### src/rtl/acumulador_produtos_if.sv
// Product-stream / result handshake bundle for acumulador_produtos.
// master drives products and S_ready; slave is the accumulator.
interface acumulador_produtos_if #(
    parameter int TAM   = 8,
    parameter int GUARD = 4
);
    localparam int W = 2 * TAM + GUARD;

    logic [2*TAM-1:0] P;
    logic             P_valid;
    logic             P_ready;
    logic [W-1:0]     S_acc;
    logic             S_valid;
    logic             S_ready;

    modport master (
        output P, P_valid, S_ready,
        input  P_ready, S_acc, S_valid
    );

    modport slave (
        input  P, P_valid, S_ready,
        output P_ready, S_acc, S_valid
    );
endinterface

### src/rtl/acumulador_produtos.sv
// Sums LEN accepted products into one wide result and presents it with
// a valid/ready handshake, back-pressuring the product stream meanwhile.
module acumulador_produtos #(
    parameter int TAM   = 8,
    parameter int LEN   = 4,
    parameter int GUARD = 4
) (
    input  logic clk,
    input  logic rst,
    input  logic clr,
    acumulador_produtos_if.slave bus
);
    localparam int W  = 2 * TAM + GUARD;
    localparam int CW = (LEN > 1) ? $clog2(LEN) : 1;
    localparam logic [CW-1:0] LAST = CW'(LEN - 1);

    typedef enum logic {ACUM, SAIDA} state_t;

    state_t          r_state;
    logic [W-1:0]    r_acc;
    logic [CW-1:0]   r_cnt;
    logic [W-1:0]    r_s_acc;
    logic            r_s_valid;

    logic [W-1:0]    w_p_ext;
    logic [W-1:0]    w_sum;
    logic            w_accept;
    logic            w_p_ready;

    assign w_p_ext   = {{GUARD{1'b0}}, bus.P};
    assign w_sum     = r_acc + w_p_ext;
    assign w_p_ready = (r_state == ACUM) && !rst;
    assign w_accept  = bus.P_valid && w_p_ready;

    assign bus.P_ready = w_p_ready;
    assign bus.S_acc   = r_s_acc;
    assign bus.S_valid = r_s_valid;

    always_ff @(posedge clk) begin
        if (rst) begin
            r_state   <= ACUM;
            r_acc     <= '0;
            r_cnt     <= '0;
            r_s_acc   <= '0;
            r_s_valid <= 1'b0;
        end else if (clr) begin
            // S_acc deliberately kept; it is don't-care while S_valid=0
            r_state   <= ACUM;
            r_acc     <= '0;
            r_cnt     <= '0;
            r_s_valid <= 1'b0;
        end else begin
            case (r_state)
                ACUM: begin
                    if (w_accept) begin
                        if (r_cnt == LAST) begin
                            r_s_acc   <= w_sum;
                            r_acc     <= '0;
                            r_cnt     <= '0;
                            r_s_valid <= 1'b1;
                            r_state   <= SAIDA;
                        end else begin
                            r_acc <= w_sum;
                            r_cnt <= r_cnt + 1'b1;
                        end
                    end
                end
                SAIDA: begin
                    if (bus.S_ready) begin
                        r_s_valid <= 1'b0;
                        r_state   <= ACUM;
                    end
                end
                default: r_state <= ACUM;
            endcase
        end
    end
endmodule
### src/flat_wrapper.sv
// flat-port wrapper written by rule: the top's interface ports become plain ports
module acumulador_produtos_flat 
#(
    parameter int TAM   = 8,
    parameter int LEN   = 4,
    parameter int GUARD = 4
)
  (clk, rst, clr, bus_P, bus_P_valid, bus_S_ready, bus_P_ready, bus_S_acc, bus_S_valid);
  acumulador_produtos_if #(.TAM(TAM), .GUARD(GUARD)) bus_i ();
  input  logic clk;
  input  logic rst;
  input  logic clr;
  input wire logic [$bits(bus_i.P)-1:0] bus_P;
  input wire logic [$bits(bus_i.P_valid)-1:0] bus_P_valid;
  input wire logic [$bits(bus_i.S_ready)-1:0] bus_S_ready;
  output wire logic [$bits(bus_i.P_ready)-1:0] bus_P_ready;
  output wire logic [$bits(bus_i.S_acc)-1:0] bus_S_acc;
  output wire logic [$bits(bus_i.S_valid)-1:0] bus_S_valid;
  assign bus_i.P = bus_P;
  assign bus_i.P_valid = bus_P_valid;
  assign bus_i.S_ready = bus_S_ready;
  assign bus_P_ready = bus_i.P_ready;
  assign bus_S_acc = bus_i.S_acc;
  assign bus_S_valid = bus_i.S_valid;
  acumulador_produtos #(.TAM(TAM), .LEN(LEN), .GUARD(GUARD)) u_core (.clk(clk), .rst(rst), .clr(clr), .bus(bus_i));
endmodule
### config.mk
export PLATFORM = sky130hd
export DESIGN_NAME = acumulador_produtos_flat
export DESIGN_NICKNAME = d
export VERILOG_FILES = /design/src/rtl/acumulador_produtos_if.sv /design/src/rtl/acumulador_produtos.sv /design/src/flat_wrapper.sv
export SDC_FILE = /design/constraint.sdc
export NUM_CORES = 1
export LEC_CHECK = 0
export ABC_AREA = 0
export CAP_MARGIN = 20
export CORE_ASPECT_RATIO = 0.7
export CORE_MARGIN = 5
export CORE_UTILIZATION = 52
export CTS_CLUSTER_SIZE = 12
export DETAILED_ROUTE_END_ITERATION = 8
export GPL_ROUTABILITY_DRIVEN = 0
export GPL_TIMING_DRIVEN = 0
export PLACE_DENSITY = 0.79
export SLEW_MARGIN = 20
export SYNTH_ARGS = -nofsm -noshare
export SYNTH_HDL_FRONTEND = slang
export SYNTH_SLANG_ARGS = --single-unit
### constraint.sdc
create_clock -name clk -period 5.9 [get_ports clk]
set_input_delay 0.59 -clock clk [delete_from_list [all_inputs] [get_ports clk]]
set_output_delay 0.59 -clock clk [all_outputs]
set_load 0.03 [all_outputs]
==> impl_metrics.toml, run 1 <==
[grt]
antenna_found_initial = 0
grt_pass1_wl_microns = 9940
grt_util_all_layers = 0.205
grt_pass1_vias = 2102
grt_start_max_net_pins = 14
overflow = 0

[placement]
hpwlAfterDp_microns = 4430
io_buffers = 42
pre_cts_ws_ps = 2640

[floorplan]
start_util = 0.545
coreArea_sq_mm = 0.00438
row_count = 20
num_io_pins = 43
fp.dieArea_sq_mm = 0.00607
fp.dieH_microns = 66.7
fp.dieW_microns = 91.0

[clocking]
cts_max_level = 2
cts_buffer_depth = 2
cts_hold_buf = 0
clkSinkCount = 44
cts_inserted_buffers = 5
clkLatencyLatePin_ps = 300
cts_tree = "yes"
path_clk_slew_ps = 80
cts.root.buffer_cell = "clkbuf_8"
post_cts_buffers = 0
cts_resized = 0

[final_layout]
synthToLayoutAreaGrowth_pct = 25.8
drive_above_1_share = 0.0422
n_antenna_cell = 0
nets = 370

[critical_path]
r2r_start = "u_core.r_acc[0]"
r2r_cells = 9
critPathCaptureType = "register"
crit_arrival_ps = 3130
r2r_end = "u_core.r_acc[14]"
cp.required_ps = 6100
startpoint_type = "primary input"
critPathKind = "in -> reg"
path_max_fanout = 4
rrSetupSlack_ps = 3360

[timing]
finalCriticalPeriod_ps = 2930
fin_crit_sh = 0.497
grt_setup_unrepaired = "no"
worstMarginPinSlew_ps = 951
hold_viol = 0
final-setup-viol-count = 0
max-slew-margin-rel = 0.366
fmax_ghz = 0.341
timing.setup.tns_ps = 0
layout_setup_ws_ps = 2970
fin_skew_ps = 2.64
final-max-slew-violation-count = 0

[yosys]
synth_area_leader_cell = "dfxtp_1"
synth_nets = 321
synthTopCellsByArea = "dfxtp_1 37%, ha_1 8.9%, a21oi_1 8.0%"
ys_seq_area_frac = 0.369
ys_ff_latch = 44
syn_avg_cell_area_sq_um = 8.47
synthArstFlopShare = 0
synth.top_cell.area_share = 0.369
synthFlopType = "dfxtp_1"
ys.warnings.count = 0
synth_edf_count = 0
syn_area_sq_mm = 0.00239
syn_inst = 282
synth_cell_type_count = 44

[detailed_routing]
avgRoutedWirePerCell_microns = 15.5
postRouteAntennaNets = 0
first_pass_iters = 4
drt-initial-drc-count = 123
drt-total-wl_microns = 5990
drc = 0
via_per_inst = 5.69
num_vias = 2202

[flow_run]
maxCapViolCount = 0

[worst_hold_path]
hp-class = "reg -> reg"
worst_hold_path.num_cells = 2
hp-start = "u_core.bus.S_acc[3]"
hold_end = "u_core.bus.S_acc[3]"

[power]
leakagePower_nw = 1.15
vdd_drop_max_uv = 122
power_density_mw_per_mm2 = 211

[run_status]
status = "finished, final reports clean"
-- critical path, cell delays in order --
cell,delay [ps]
clkdlybuf4s50_1,400
ha_1,230
fa_1,420
a21oi_1,270
o21ai_1,160
o22ai_2,220
o21ai_1,150
a221o_1,320
xor2_1,160
a22o_1,210
-- final cells by class --
class	count	area, sq um
Sequential cell	44	881
Fill cell	357	1380
Inverter	5	18.8
Tap cell	55	68.8
Timing Repair Buffer	42	420
Multi-Input combinational cell	220	1440
Clock inverter	1	30.0
Clock buffer	7	96.3
Buffer	13	48.8
-- where the power goes --
group	internal [mW]	total (mW)	switching (mW)	leakage [nW]
clock network	0.149	0.254	0.104	0.0645
registers	0.300	0.302	0.00195	0.355
logic	0.0353	0.0801	0.0448	0.731
-- registers in the layout, summed over array words and instances (netlist names) --
register            cells
u_core.bus.S_acc       20
u_core.bus.S_valid      1
u_core.r_acc           20
u_core.r_cnt            2
u_core.r_state          1
-- cells in the final DEF (no fill, tap or decap), types with 3 or more instances in the layout --
cell type and count:
o21bai_1 3, xnor2_1 9, nor3b_1 6, a21oi_1 38, nand2_1 32, o21ai_1 10
xor2_1 7, clkbuf_1 13, a31oi_1 3, inv_1 5, clkbuf_8 7, nand2b_1 4
nand3_1 8, clkdlybuf4s50_1 42, a22o_1 7, nor3_1 6, dfxtp_1 44, ha_1 17
a22oi_1 4, nand3b_1 3, nor2_1 20, a21o_1 6, or2_1 4, a211oi_1 7
-- kinds of logic (layout without fill, tap and decap cells) --
kind of cell    count (synthesis)  count (layout)  share of synthesized area
compound gates                 91              91                      0.248
mux                             2               2                    0.00838
xor+xnor                       16              16                     0.0587
buf+inv                        18              68                     0.0283
fa+ha+maj                      18              18                     0.0974
simple gates                   93              93                      0.190
flops                          44              44                      0.369
-- worst max-delay path by stage --
stage	startpoint	end	slack, ps	cells past startpoint
finish	bus_P[0]	u_core.r_acc[14]	2970	10
global route	bus_P[0]	u_core.r_acc[14]	2850	10
CTS	bus_P[0]	u_core.r_acc[14]	2960	10
detailed placement	bus_P[0]	u_core.r_acc[14]	2640	10
global placement	bus_P[0]	u_core.r_acc[14]	2710	10
floorplan	bus_P[0]	u_core.r_acc[14]	3400	9
-- synth_stat cells (all sizes together), types with 2 or more instances --
library cell / count
nand2: 32
ha: 17
a22oi: 4
or2: 5
clkbuf: 13
nand3: 8
nand3b: 3
a211oi: 7
inv: 5
dfxtp: 44
o21bai: 3
a2111oi: 2
o22ai: 2
or3: 2
xor2: 7
nor3b: 6
o21ai: 12
nor2: 21
nand2b: 4
a21o: 6
a22o: 7
or4: 2
xnor2: 9
a31oi: 3
mux2i: 2
a21oi: 40
nor3: 7
-- metal layers --
metal	GRT usage	wire (microns)	up-vias
met5	0	0	-
met4	0.0586	50	0
met1	0.291	3090	1017
met2	0.311	2510	55
met3	0.0440	342	7
li1	-	-	1123
-- per-stage QoR --
step | hold WS [ps] | power [mW] | utilization | cells | cell area (sq um)
final | 455 | 0.635 | 0.686 | 387 | 3000
after global routing | 473 | 0.660 | 0.686 | 387 | 3000
after CTS | 458 | 0.638 | 0.686 | 387 | 3000
after detailed placement | 447 | 0.387 | 0.657 | 379 | 2880
after global placement | 442 | 0.386 | 0.657 | 379 | 2880
after floorplan | 440 | 0.359 | - | 282 | 2390
Note: power is estimated with default switching activity, not from simulation.
==> inputs of run 2 (changes only) <==
==> constraint.sdc (replaced) <==
create_clock -name clk -period 2.75 [get_ports clk]
set_input_delay 0.275 -clock clk [delete_from_list [all_inputs] [get_ports clk]]
set_output_delay 0.275 -clock clk [all_outputs]
set_load 0.03 [all_outputs]
==> results of run 2 <==
The final DEF is identical to that of run 1. Status: finished, final reports clean.
Main changes from that run: setup slack after placement 2640 ps -> -196 ps; setup slack after layout 2970 ps -> 132 ps; register-to-register setup slack 3360 ps -> 210 ps; total power 0.635 mW -> 1.36 mW; worst IR drop on VDD 122 uV -> 262 uV
==> inputs of run 3 (changes only) <==
--- a/config.mk
+++ b/config.mk
@@ -10,6 +10,8 @@
 export CORE_ASPECT_RATIO = 0.7
 export CORE_MARGIN = 5
 export CORE_UTILIZATION = 52
+export CTS_BUF_LIST = sky130_fd_sc_hd__clkbuf_4
+export CTS_CLUSTER_DIAMETER = 120
 export CTS_CLUSTER_SIZE = 12
 export DETAILED_ROUTE_END_ITERATION = 8
 export GPL_ROUTABILITY_DRIVEN = 0
==> run 3 against run 2 <==
- first-iteration DRC count up 8.1%
- worst hold slack better by 6.3 ps
- clock-buffer cell count down 2
- critical path depth down 1
- largest cell class unchanged
- wire length down 0.55%
- die area unchanged
==> impl_metrics.toml, run 3 (synthesis results as in run 1) <==
[run_status]
status = "finished, final reports clean"

[final_layout]
drive_above_1_share = 0.0361
n_antenna_cell = 0
layout_commonest_cell = "dfxtp_1"
synthToLayoutAreaGrowth_pct = 23.6
nets = 370
final_cell_mix = "44 x dfxtp_1, 42 x clkdlybuf4s50_1, 38 x a21oi_1"
post-route-util = 0.674

[clocking]
clkLatencyLatePin_ps = 370
cts_hold_buf = 0
path_clk_slew_ps = 130
cts_resized = 0
cts_inserted_buffers = 5
cts.root.buffer_cell = "clkbuf_4"
cts_max_level = 2
clkSinkCount = 44
post_cts_buffers = 0
cts_tree = "yes"
cts_buffer_depth = 2

[power]
power_density_mw_per_mm2 = 415
leakagePower_nw = 1.13
vdd_drop_max_uv = 321
finalPower_mw = 1.23

[critical_path]
critPathCaptureType = "register"
path_max_fanout = 4
critPathKind = "reg -> reg"
crit_arrival_ps = 2840
rrSetupSlack_ps = 190
cp.required_ps = 3020
r2r_start = "u_core.r_acc[0]"
startpoint_type = "register"
r2r_end = "u_core.r_acc[14]"
r2r_cells = 9

[grt]
antenna_found_initial = 0
grt_pass1_vias = 2109
overflow = 0
grt_pass1_wl_microns = 9950
grt_util_all_layers = 0.205
grt_start_max_net_pins = 14

[floorplan]
num_io_pins = 43
fp.dieArea_sq_mm = 0.00607
fp.dieW_microns = 91.0
row_count = 20
fp.dieH_microns = 66.7
start_util = 0.545
coreArea_sq_mm = 0.00438

[timing]
grt_setup_unrepaired = "no"
worstMarginPinSlew_ps = 969
fmax_ghz = 0.391
max-slew-margin-rel = 0.354
fin_skew_ps = 5.93
whs_ps = 462
hold_viol = 0
final-max-slew-violation-count = 0
finalCriticalPeriod_ps = 2560
fin_crit_sh = 0.931
final-setup-viol-count = 0

[detailed_routing]
via_per_inst = 5.68
drt-total-wl_microns = 5960
num_vias = 2199
drt-initial-drc-count = 133
drc = 0
postRouteAntennaNets = 0
first_pass_iters = 5
avgRoutedWirePerCell_microns = 15.4

[worst_hold_path]
hp-start = "u_core.bus.S_acc[3]"
worst_hold_path.num_cells = 2
hp-class = "reg -> reg"
hold_end = "u_core.bus.S_acc[3]"

[placement]
hpwlAfterDp_microns = 4430
io_buffers = 42

[flow_run]
maxCapViolCount = 0
[run 3: cell types whose count changed in the layout (fill, tap and decap cells not counted)]
cell,change
clkbuf_4,+5
clkbuf_8,-7
clkinv_1,+2
[run 3: how the worst max path moves through the flow]
| stage | start | end | cells after the start |
|---|---|---|---|
| after floorplan | u_core.r_acc[0] | u_core.r_acc[14] | 9 |
| after global placement | bus_P[0] | u_core.r_acc[14] | 10 |
| after detailed placement | bus_P[0] | u_core.r_acc[14] | 10 |
| after CTS | u_core.r_acc[0] | u_core.r_acc[14] | 9 |
| after global routing | u_core.r_acc[0] | u_core.r_acc[14] | 9 |
| final | u_core.r_acc[0] | u_core.r_acc[14] | 9 |
[run 3: cell type report]
cell class | count | area (sq um)
multi-input combinational | 220 | 1440
sequential | 44 | 881
fill | 371 | 1430
inverter | 5 | 18.8
clock buffer | 5 | 37.5
timing repair buffer | 42 | 420
buffer | 13 | 48.8
clock inverter | 3 | 37.5
tap | 55 | 68.8
[run 3: stage by stage]
step | std cells | area (sq um) | setup slack, ps | setup TNS (ps)
5_1_grt | 387 | 2950 | 75.4 | 0
3_3_place_gp | 379 | 2880 | -128 | -226
3_5_place_dp | 379 | 2880 | -196 | -438
6_report | 387 | 2950 | 190 | 0
4_1_cts | 387 | 2950 | 195 | 0
2_1_floorplan | 282 | 2390 | 561 | 0
[run 3: metal layers]
metal / global-route usage / share of wire
met3: 0.0474 / 0.069
met2: 0.307 / 0.41
met1: 0.291 / 0.50
met5: 0 / 0
met4: 0.0678 / 0.012
[run 3: worst max-delay path, cell delays in order (launching register included)]
cell,delay (ps)
dfxtp_1,340
ha_1,210
fa_1,420
a21oi_1,270
o21ai_1,160
o22ai_2,230
o21ai_1,160
a221o_1,320
xor2_1,160
a22o_1,210
[run 3: report_power, final]
part	switching, mW	internal [mW]
logic	0.0955	0.0758
clock network	0.220	0.186
registers	0.00416	0.644
